$ cat src/rtl/if_prefetch.sv
`default_nettype none
// ============================================================================
// if_prefetch : instruction fetch with in-order outstanding requests and a fetch queue
// Rev 1.0
// ============================================================================
module if_prefetch #(
  parameter int              XLEN            = 32,
  parameter logic [XLEN-1:0] RESET_PC        = '0,
  parameter int              FQ_DEPTH        = 4,
  parameter int              MAX_OUTSTANDING = 2
) (
  input  logic                      clk,
  input  logic                      rst_n,
  input  logic                      i_stall,
  input  logic                      i_flush,
  input  logic [XLEN-1:0]           i_redirect_pc,
  output logic                      o_imem_req_valid,
  input  logic                      i_imem_req_ready,
  output logic [XLEN-1:0]           o_imem_req_addr,
  input  logic                      i_imem_rsp_valid,
  input  logic [31:0]               i_imem_rsp_data,
  input  logic                      i_imem_rsp_err,
  output logic                      o_if_valid,
  output logic [XLEN-1:0]           o_if_pc,
  output logic [31:0]               o_if_instr,
  output logic                      o_if_err,
  output logic [$clog2(FQ_DEPTH):0] o_fq_count
);

  localparam int FQ_AW = $clog2(FQ_DEPTH);
  localparam int CNT_W = FQ_AW + 1;
  localparam int PD_AW = (MAX_OUTSTANDING > 1) ? $clog2(MAX_OUTSTANDING) : 1;
  localparam logic [CNT_W:0]   MAX_OUT_W  = (CNT_W+1)'(MAX_OUTSTANDING);
  localparam logic [CNT_W:0]   FQ_DEPTH_W = (CNT_W+1)'(FQ_DEPTH);
  localparam logic [PD_AW-1:0] PD_LAST    = PD_AW'(MAX_OUTSTANDING - 1);

  logic [XLEN-1:0]  pc_q, pc_d;
  logic [XLEN-1:0]  pend_pc_q [MAX_OUTSTANDING];
  logic [XLEN-1:0]  pend_pc_d [MAX_OUTSTANDING];
  logic [PD_AW-1:0] pend_rd_q, pend_rd_d, pend_wr_q, pend_wr_d;
  logic [CNT_W-1:0] pend_cnt_q, pend_cnt_d;
  logic [CNT_W-1:0] drop_cnt_q, drop_cnt_d;

  logic [XLEN-1:0]  fq_pc_q    [FQ_DEPTH];
  logic [XLEN-1:0]  fq_pc_d    [FQ_DEPTH];
  logic [31:0]      fq_instr_q [FQ_DEPTH];
  logic [31:0]      fq_instr_d [FQ_DEPTH];
  logic             fq_err_q   [FQ_DEPTH];
  logic             fq_err_d   [FQ_DEPTH];
  logic [FQ_AW-1:0] fq_rd_q, fq_rd_d, fq_wr_q, fq_wr_d;
  logic [CNT_W-1:0] fq_cnt_q, fq_cnt_d;

  logic [CNT_W:0]   inflight;
  logic [CNT_W:0]   occupancy;
  logic             req_fire;
  logic             rsp_drop;
  logic             rsp_keep;
  logic             fq_pop;
  logic             unused_redirect_lsbs;

  function automatic logic [PD_AW-1:0] pd_inc(input logic [PD_AW-1:0] p);
    return (p == PD_LAST) ? '0 : p + PD_AW'(1);
  endfunction

  // Credits count pend+drop against the memory and pend+fq against the queue,
  // so every accepted request is guaranteed a queue slot on return.
  assign inflight  = {1'b0, pend_cnt_q} + {1'b0, drop_cnt_q};
  assign occupancy = {1'b0, pend_cnt_q} + {1'b0, fq_cnt_q};

  assign o_imem_req_valid = rst_n & ~i_flush & (inflight < MAX_OUT_W) & (occupancy < FQ_DEPTH_W);
  assign o_imem_req_addr  = pc_q;
  assign req_fire         = o_imem_req_valid & i_imem_req_ready;
  assign rsp_drop         = i_imem_rsp_valid & (drop_cnt_q != '0);
  assign rsp_keep         = i_imem_rsp_valid & (drop_cnt_q == '0);
  assign fq_pop           = (fq_cnt_q != '0) & ~i_stall & ~i_flush;

  assign o_if_valid = (fq_cnt_q != '0);
  assign o_if_pc    = fq_pc_q[fq_rd_q];
  assign o_if_instr = fq_instr_q[fq_rd_q];
  assign o_if_err   = fq_err_q[fq_rd_q];
  assign o_fq_count = fq_cnt_q;

  assign unused_redirect_lsbs = ^i_redirect_pc[1:0];

  always_comb begin
    pc_d       = pc_q;
    pend_pc_d  = pend_pc_q;
    pend_rd_d  = pend_rd_q;
    pend_wr_d  = pend_wr_q;
    pend_cnt_d = pend_cnt_q;
    drop_cnt_d = drop_cnt_q;
    fq_pc_d    = fq_pc_q;
    fq_instr_d = fq_instr_q;
    fq_err_d   = fq_err_q;
    fq_rd_d    = fq_rd_q;
    fq_wr_d    = fq_wr_q;
    fq_cnt_d   = fq_cnt_q;

    if (i_flush) begin
      pc_d       = {i_redirect_pc[XLEN-1:2], 2'b00};
      pend_rd_d  = '0;
      pend_wr_d  = '0;
      pend_cnt_d = '0;
      fq_rd_d    = '0;
      fq_wr_d    = '0;
      fq_cnt_d   = '0;
      // A response landing in the flush cycle retires one of the in-flight
      // requests being converted to drops, and is itself discarded.
      drop_cnt_d = drop_cnt_q + pend_cnt_q - CNT_W'(i_imem_rsp_valid);
    end else begin
      if (req_fire) begin
        pend_pc_d[pend_wr_q] = pc_q;
        pend_wr_d            = pd_inc(pend_wr_q);
        pc_d                 = pc_q + XLEN'(4);
      end
      if (rsp_drop) begin
        drop_cnt_d = drop_cnt_q - CNT_W'(1);
      end
      if (rsp_keep) begin
        fq_pc_d[fq_wr_q]    = pend_pc_q[pend_rd_q];
        fq_instr_d[fq_wr_q] = i_imem_rsp_data;
        fq_err_d[fq_wr_q]   = i_imem_rsp_err;
        fq_wr_d             = fq_wr_q + FQ_AW'(1);
        pend_rd_d           = pd_inc(pend_rd_q);
      end
      if (fq_pop) begin
        fq_rd_d = fq_rd_q + FQ_AW'(1);
      end
      pend_cnt_d = pend_cnt_q + CNT_W'(req_fire) - CNT_W'(rsp_keep);
      fq_cnt_d   = fq_cnt_q + CNT_W'(rsp_keep) - CNT_W'(fq_pop);
    end
  end

  always_ff @(posedge clk or negedge rst_n) begin
    if (!rst_n) begin
      pc_q       <= RESET_PC;
      pend_rd_q  <= '0;
      pend_wr_q  <= '0;
      pend_cnt_q <= '0;
      drop_cnt_q <= '0;
      fq_rd_q    <= '0;
      fq_wr_q    <= '0;
      fq_cnt_q   <= '0;
      for (int i = 0; i < MAX_OUTSTANDING; i++) begin
        pend_pc_q[i] <= '0;
      end
      for (int i = 0; i < FQ_DEPTH; i++) begin
        fq_pc_q[i]    <= '0;
        fq_instr_q[i] <= '0;
        fq_err_q[i]   <= 1'b0;
      end
    end else begin
      pc_q       <= pc_d;
      pend_pc_q  <= pend_pc_d;
      pend_rd_q  <= pend_rd_d;
      pend_wr_q  <= pend_wr_d;
      pend_cnt_q <= pend_cnt_d;
      drop_cnt_q <= drop_cnt_d;
      fq_pc_q    <= fq_pc_d;
      fq_instr_q <= fq_instr_d;
      fq_err_q   <= fq_err_d;
      fq_rd_q    <= fq_rd_d;
      fq_wr_q    <= fq_wr_d;
      fq_cnt_q   <= fq_cnt_d;
    end
  end

endmodule
`default_nettype wire

$ cat config.mk
export PLATFORM = sky130hd
export DESIGN_NAME = if_prefetch
export DESIGN_NICKNAME = d
export VERILOG_FILES = /design/src/rtl/if_prefetch.sv
export SDC_FILE = /design/constraint.sdc
export NUM_CORES = 1
export LEC_CHECK = 0
export CORE_MARGIN = 5
export CORE_UTILIZATION = 46
export DETAILED_ROUTE_END_ITERATION = 16
export GPL_TIMING_DRIVEN = 0
export HOLD_SLACK_MARGIN = 0.15
export PLACE_DENSITY = 0.72
export SETUP_SLACK_MARGIN = 0.05
export SYNTH_ARGS = -nofsm -noshare
export SYNTH_HDL_FRONTEND = slang
export SYNTH_SLANG_ARGS = --single-unit
$ cat constraint.sdc
create_clock -name clk -period 5 [get_ports clk]
set_input_delay 1.25 -clock clk [delete_from_list [all_inputs] [get_ports clk]]
set_output_delay 1.25 -clock clk [all_outputs]
set_load 0.01 [all_outputs]
* Yosys cells after proc, flatten, opt, wreduce, memory -nomap -nowiden
Index checks and enable logic that the tools add are counted.
Cells by class: add/sub/neg operators 14, $lt $le $gt $ge 8, reduce and logical (&&, ||, !) cells 11, bitwise operators 14, muxes and demuxes 38
Operator list (count):
- 32-bit two-way mux | 11
- 128-bit bitwise mux | 2
- 32-bit binary-select mux with 2-bit select | 2
- 64-bit bitwise mux | 1
- 32-bit demux with 2-bit select | 1
- 32-bit by 3-bit adder with 32-bit output (second input constant) | 1
- 32-bit demux with 1-bit select | 1
- 3-bit two-way mux | 4
- 1-bit two-way mux | 9
- 3-bit by 1-bit subtractor with 3-bit output | 3
- 3-bit by 3-bit adder with 4-bit output | 2
- 1-bit bitwise AND | 8
- 2-bit two-way mux | 4
- 2-bit nonzero test | 4
- 3-bit by 1-bit adder with 3-bit output | 2
- 3-bit >= comparator (second input constant) | 2
- 2-bit NOT with 3-bit output | 2
- 3-bit nonzero test | 2
- 2-bit by 1-bit adder with 2-bit output (second input constant) | 2
- 4-bit bitwise mux | 1
- 2-bit >= comparator (second input constant) | 2
- 4-bit by 2-bit less-than comparator with 1-bit output (second input constant) | 1
- 4-bit by 3-bit less-than comparator with 1-bit output (second input constant) | 1
- 1-bit NOT with 2-bit output | 2
- other kinds (11) | 15
Storage, ports and cells: bits of input ports 71, bits in registers 371

* Depth between registers and ports, before layout
word-level depth 8, depth in mapped cells 14, gate-level depth less buffers 14

* Worst setup path after synthesis
OpenSTA, ideal clock, no wires.
kind input-to-reg, start point in rst_n, end point reg pend_cnt_q[2], stages 12, buffers on the path 0, arrival time 3.169 ns, slack 1.700 ns, cells stage by stage and4bb_2 -> nand4_1 -> nor2_2 -> inv_1 -> ha_1 -> inv_1 -> ha_1 -> inv_1 -> fa_1 -> xnor2_1 -> xnor2_1 -> nor2_1
On the way: longest elaborated chain between the ends 7
Ends and longest elaborated chain:
- start: declaration | line 13 | input logic rst_n,
- 1-bit bitwise AND (3 in series) | line 70 | assign o_imem_req_valid = rst_n & ~i_flush & (inflight < MAX_OUT_W) & (occupancy < FQ_DEPTH_W);
- 1-bit bitwise AND | line 72 | assign req_fire = o_imem_req_valid & i_imem_req_ready;
- 3-bit by 1-bit adder with 3-bit output | line 129 | pend_cnt_d = pend_cnt_q + CNT_W'(req_fire) - CNT_W'(rsp_keep);
- 3-bit by 1-bit subtractor with 3-bit output | line 129
- 3-bit two-way mux | line 99 | if (i_flush) begin
- via pend_cnt_d[2] | line 41 | logic [CNT_W-1:0] pend_cnt_q, pend_cnt_d;
- end signal: assignment | line 157 | pend_cnt_q <= pend_cnt_d;
- end: declaration | line 41
The timed path passes the listed nets, and every way through them passes these cells. A chain may end at the register's enable or synchronous reset.

* Worst setup path in the final report
start point in rst_n, end point out o_imem_req_valid
On the way: longest elaborated chain between the ends 3
Ends and longest elaborated chain:
- 1-bit bitwise AND (3 in series) | line 70
- end: declaration | line 17 | output logic o_imem_req_valid,
Every way passes these cells.

==> summary.txt <==
status: finished clean
flops & latches, synth: 357
fin crit share: 93.7%
first-pass GRT wire length: 62100 um
Vias: 10825
Final #Nets: 1550
Worst EP required: 3.75 ns
hold depth: 2
pwr dens: 528 nW/um2
Min-Delay Path Class: reg2reg
final instance area: 19700 um2
Num CTS Buffers: 39
crit-path max cell delay: 0.59 ns
Area after DPL: 18300 um2
layout cells sized above 1: 24.5%
Worst Max-Slew Pin Slew: 0.964 ns
CTS root buffer: clkbuf_16
H-Tree Depth: 2
ys async rst share: 100%
fin crit period: 4.69 ns
Post-Synthesis Cells: 1244
CP Cell Sequence: buf_8, buf_16, and4bb_2, nor3b_1, clkdlybuf4s50_1
die height: 197 um
clock latency at the later pin of the worst-skew pair: 0.53 ns
DR WL/cell: 19.8 um
port buffer count: 166
Sw Ratio: 30.1%
Max FO, Critical Path: 127
fmax: 0.213 GHz
Die X: 197 um
critical path depth: 5
post-route ant nets: 0
Slew Viols, Final: 0
io pins: 173
internal power: 0.00727 W
total gr overflow: 0
Post-CTS Resized: 0
synthesized area: 16000 um2
max_cap viols: 0
final hold slack: 0.478 ns
Crit. End Element: primary output
worst setup path category: in2out
Layout area overhead: 23.1%
Initial Util: 46.4%
RSZ-0062 raised after global routing: no
sequential power share: 38.6%
Crit path max-delay family: buffers and inverters
Fin. Hold Viols: 0
critical path startpoint category: input pin
number of global-route vias before repair: 11281
row cnt: 68
Arrival @ worst endpoint: 3.44 ns
final core utilization: 57.2%
number of synthesized flops with an enable pin: 0
Via-to-Cell Ratio: 5.57
gr usage total: 20.0%
yosys warns: 0
final worst setup slack: 0.313 ns
Max transition margin: 35.7%
clk_skew: 0.0257 ns
critical path's slowest cell: clkdlybuf4s50_1
Register-to-Register Path Depth: 14
CORE AREA: 34500 um2
Sinks on Clock Net: 357
Final HPWL DP: 26500 um
Yosys cell types: 49
final-report setup violation count: 0
Clk pwr share: 29.0%
first-pass iteration count of the detailed router: 5
CTS tree: done
clock buffer depth: 3
crit path buf inv count: 3
largest net degree at the start of global routing: 128
Net Switching: 0.00313 W
leak pwr: 8.75 nW
sequential area share after synthesis: 55.8%
combinational share of power: 32.3%
Avg Cell Area, Syn: 12.9 um2
antenna violations before repair: 0
DRC viols: 0
Clock Pin Slew Worst Setup and Hold Paths: 0.06 ns
Total Power: 0.0104 W
Post-CTS Setup Inserts: 0
number of diodes: 0
Setup WS pre-CTS: 0.0775 ns
initial DRC count: 591
peak supply drop: 0.316 mV
GP Congestion: 0.895
Detailed Route WL: 38400 um
# fillers: 2766
Post-CTS Hold Buffers: 0
area of the die: 38600 um2
prevailing post-synth register cell: dfrtp_1
[area by class of cell]
class	instances	area (um2)	share of cell area [%]
timing repair buffer	169	1750	8.88
inverter	30	113	0.572
sequential	357	8930	45.3
tap	455	569	2.89
buffer	85	368	1.87
clock buffer	50	1120	5.68
clock inverter	21	254	1.29
multi-input combinational	775	6600	33.5
[registers in the layout, summed over array words and instances (netlist names)]
signal / cells
o_imem_req_addr: 30
fq_wr_q: 2
pend_pc_q: 60
fq_err_q: 4
fq_instr_q: 128
pend_wr_q: 1
fq_rd_q: 2
pend_cnt_q: 3
drop_cnt_q: 3
pend_rd_q: 1
fq_pc_q: 120
o_fq_count: 3
[path summary, 6_finish.rpt]
check                      slack [ns]          start          endpoint
max                              0.31          rst_n  o_imem_req_valid
min                              0.48    fq_pc_q[35]       fq_pc_q[35]
max reg2reg                      1.35  pend_cnt_q[1]     pend_cnt_q[2]
min reg2reg                      0.48    fq_pc_q[35]       fq_pc_q[35]
max in group asynchronous        3.12          rst_n      fq_pc_q[122]
min in group asynchronous        0.67          rst_n    fq_instr_q[10]
[power by group through the flow]
stage	registers [W]	logic, W	clock network (W)
after floorplan	0.00393	0.00201	0
after global placement	0.00403	0.00329	0
after detailed placement	0.00406	0.00338	0
after CTS	0.00402	0.00340	0.00307
after global routing	0.00411	0.00365	0.00320
final	0.00401	0.00336	0.00302
[kinds of logic (layout without fill, tap and decap cells)]
family,count (synthesis),in the layout,synth area share [%]
xor+xnor,14,14,0.766
buf+inv,115,355,3.00
simple gates,255,255,7.12
mux,295,295,24.9
compound gates,185,185,6.44
other cells,1,4,0.0234
flops,357,357,55.8
fa+ha+maj,22,22,1.91
[cell usage in the layout, fill, tap and decap left out, drive strengths merged, types with 3 or more instances in the layout]
| cell | netlist | layout |
|---|---|---|
| conb | 1 | 4 |
| clkbuf | 56 | 106 |
| dfrtp | 357 | 357 |
| nand3 | 20 | 20 |
| o21ai | 139 | 139 |
| ha | 18 | 18 |
| bufinv | 0 | 5 |
| fa | 4 | 4 |
| xnor2 | 8 | 8 |
| clkdlybuf4s50 | 0 | 165 |
| and3 | 4 | 4 |
| or3 | 5 | 5 |
| a32oi | 3 | 3 |
| nor3 | 12 | 12 |
| nand4 | 13 | 13 |
| and4 | 3 | 3 |
| a21oi | 13 | 13 |
| o311ai | 4 | 4 |
| mux4 | 63 | 63 |
| a21o | 4 | 4 |
| a31oi | 3 | 3 |
| nor2b | 4 | 4 |
| buf | 29 | 33 |
| nand2 | 160 | 160 |
| mux2i | 36 | 36 |
| nor2 | 22 | 22 |
| clkinv | 0 | 12 |
| nor4 | 4 | 4 |
| o211ai | 5 | 5 |
| o31a | 3 | 3 |
| mux2 | 196 | 196 |
| inv | 30 | 32 |
| xor2 | 6 | 6 |
| or4 | 3 | 3 |
[worst reg2reg max path, cell delays in order, from the launching register on]
cell and delay (ns):
dfrtp_1 0.43, inv_1 0.13, fa_1 0.55, and4bb_2 0.27, nand4_1 0.17, nor2_2 0.36
inv_1 0.27, ha_1 0.34, inv_1 0.07, ha_1 0.13, inv_1 0.04, fa_1 0.38
xnor2_1 0.19, xnor2_1 0.14, nor2_1 0.05
[synthesized netlist by cell type (all sizes together) (5+ instances only)]
master,instances,area (um2)
inv,30,113
xor2,6,52.6
nand2,160,601
nor2,22,87.6
dfrtp,357,8930
o211ai,5,37.5
a21oi,13,65.1
mux4,63,1420
mux2i,36,360
or3,5,31.3
xnor2,8,70.1
nor3,12,75.1
o21ai,139,696
buf,29,158
mux2,196,2210
nand3,20,100
ha,18,225
clkbuf,56,210
nand4,13,81.3
[routing by layer]
layer / GRT usage [%] / wire [um] / vias up / share of wire (%)
met5: 0 / 0 / - / 0
met4: 5.46 / 867 / 0 / 2.3
met3: 3.25 / 2080 / 65 / 5.4
met2: 32.5 / 18500 / 358 / 48
met1: 28.2 / 17000 / 5511 / 44
li1: - / - / 4891 / -
[per-stage QoR]
step | instances | TNS, ns
6_report | 1942 | 0
5_1_grt | 1942 | 0
4_1_cts | 1942 | 0
3_5_place_dp | 1871 | 0
3_3_place_gp | 1868 | -5569.94
2_1_floorplan | 1247 | 0
Power figures use the tool's default switching activity.
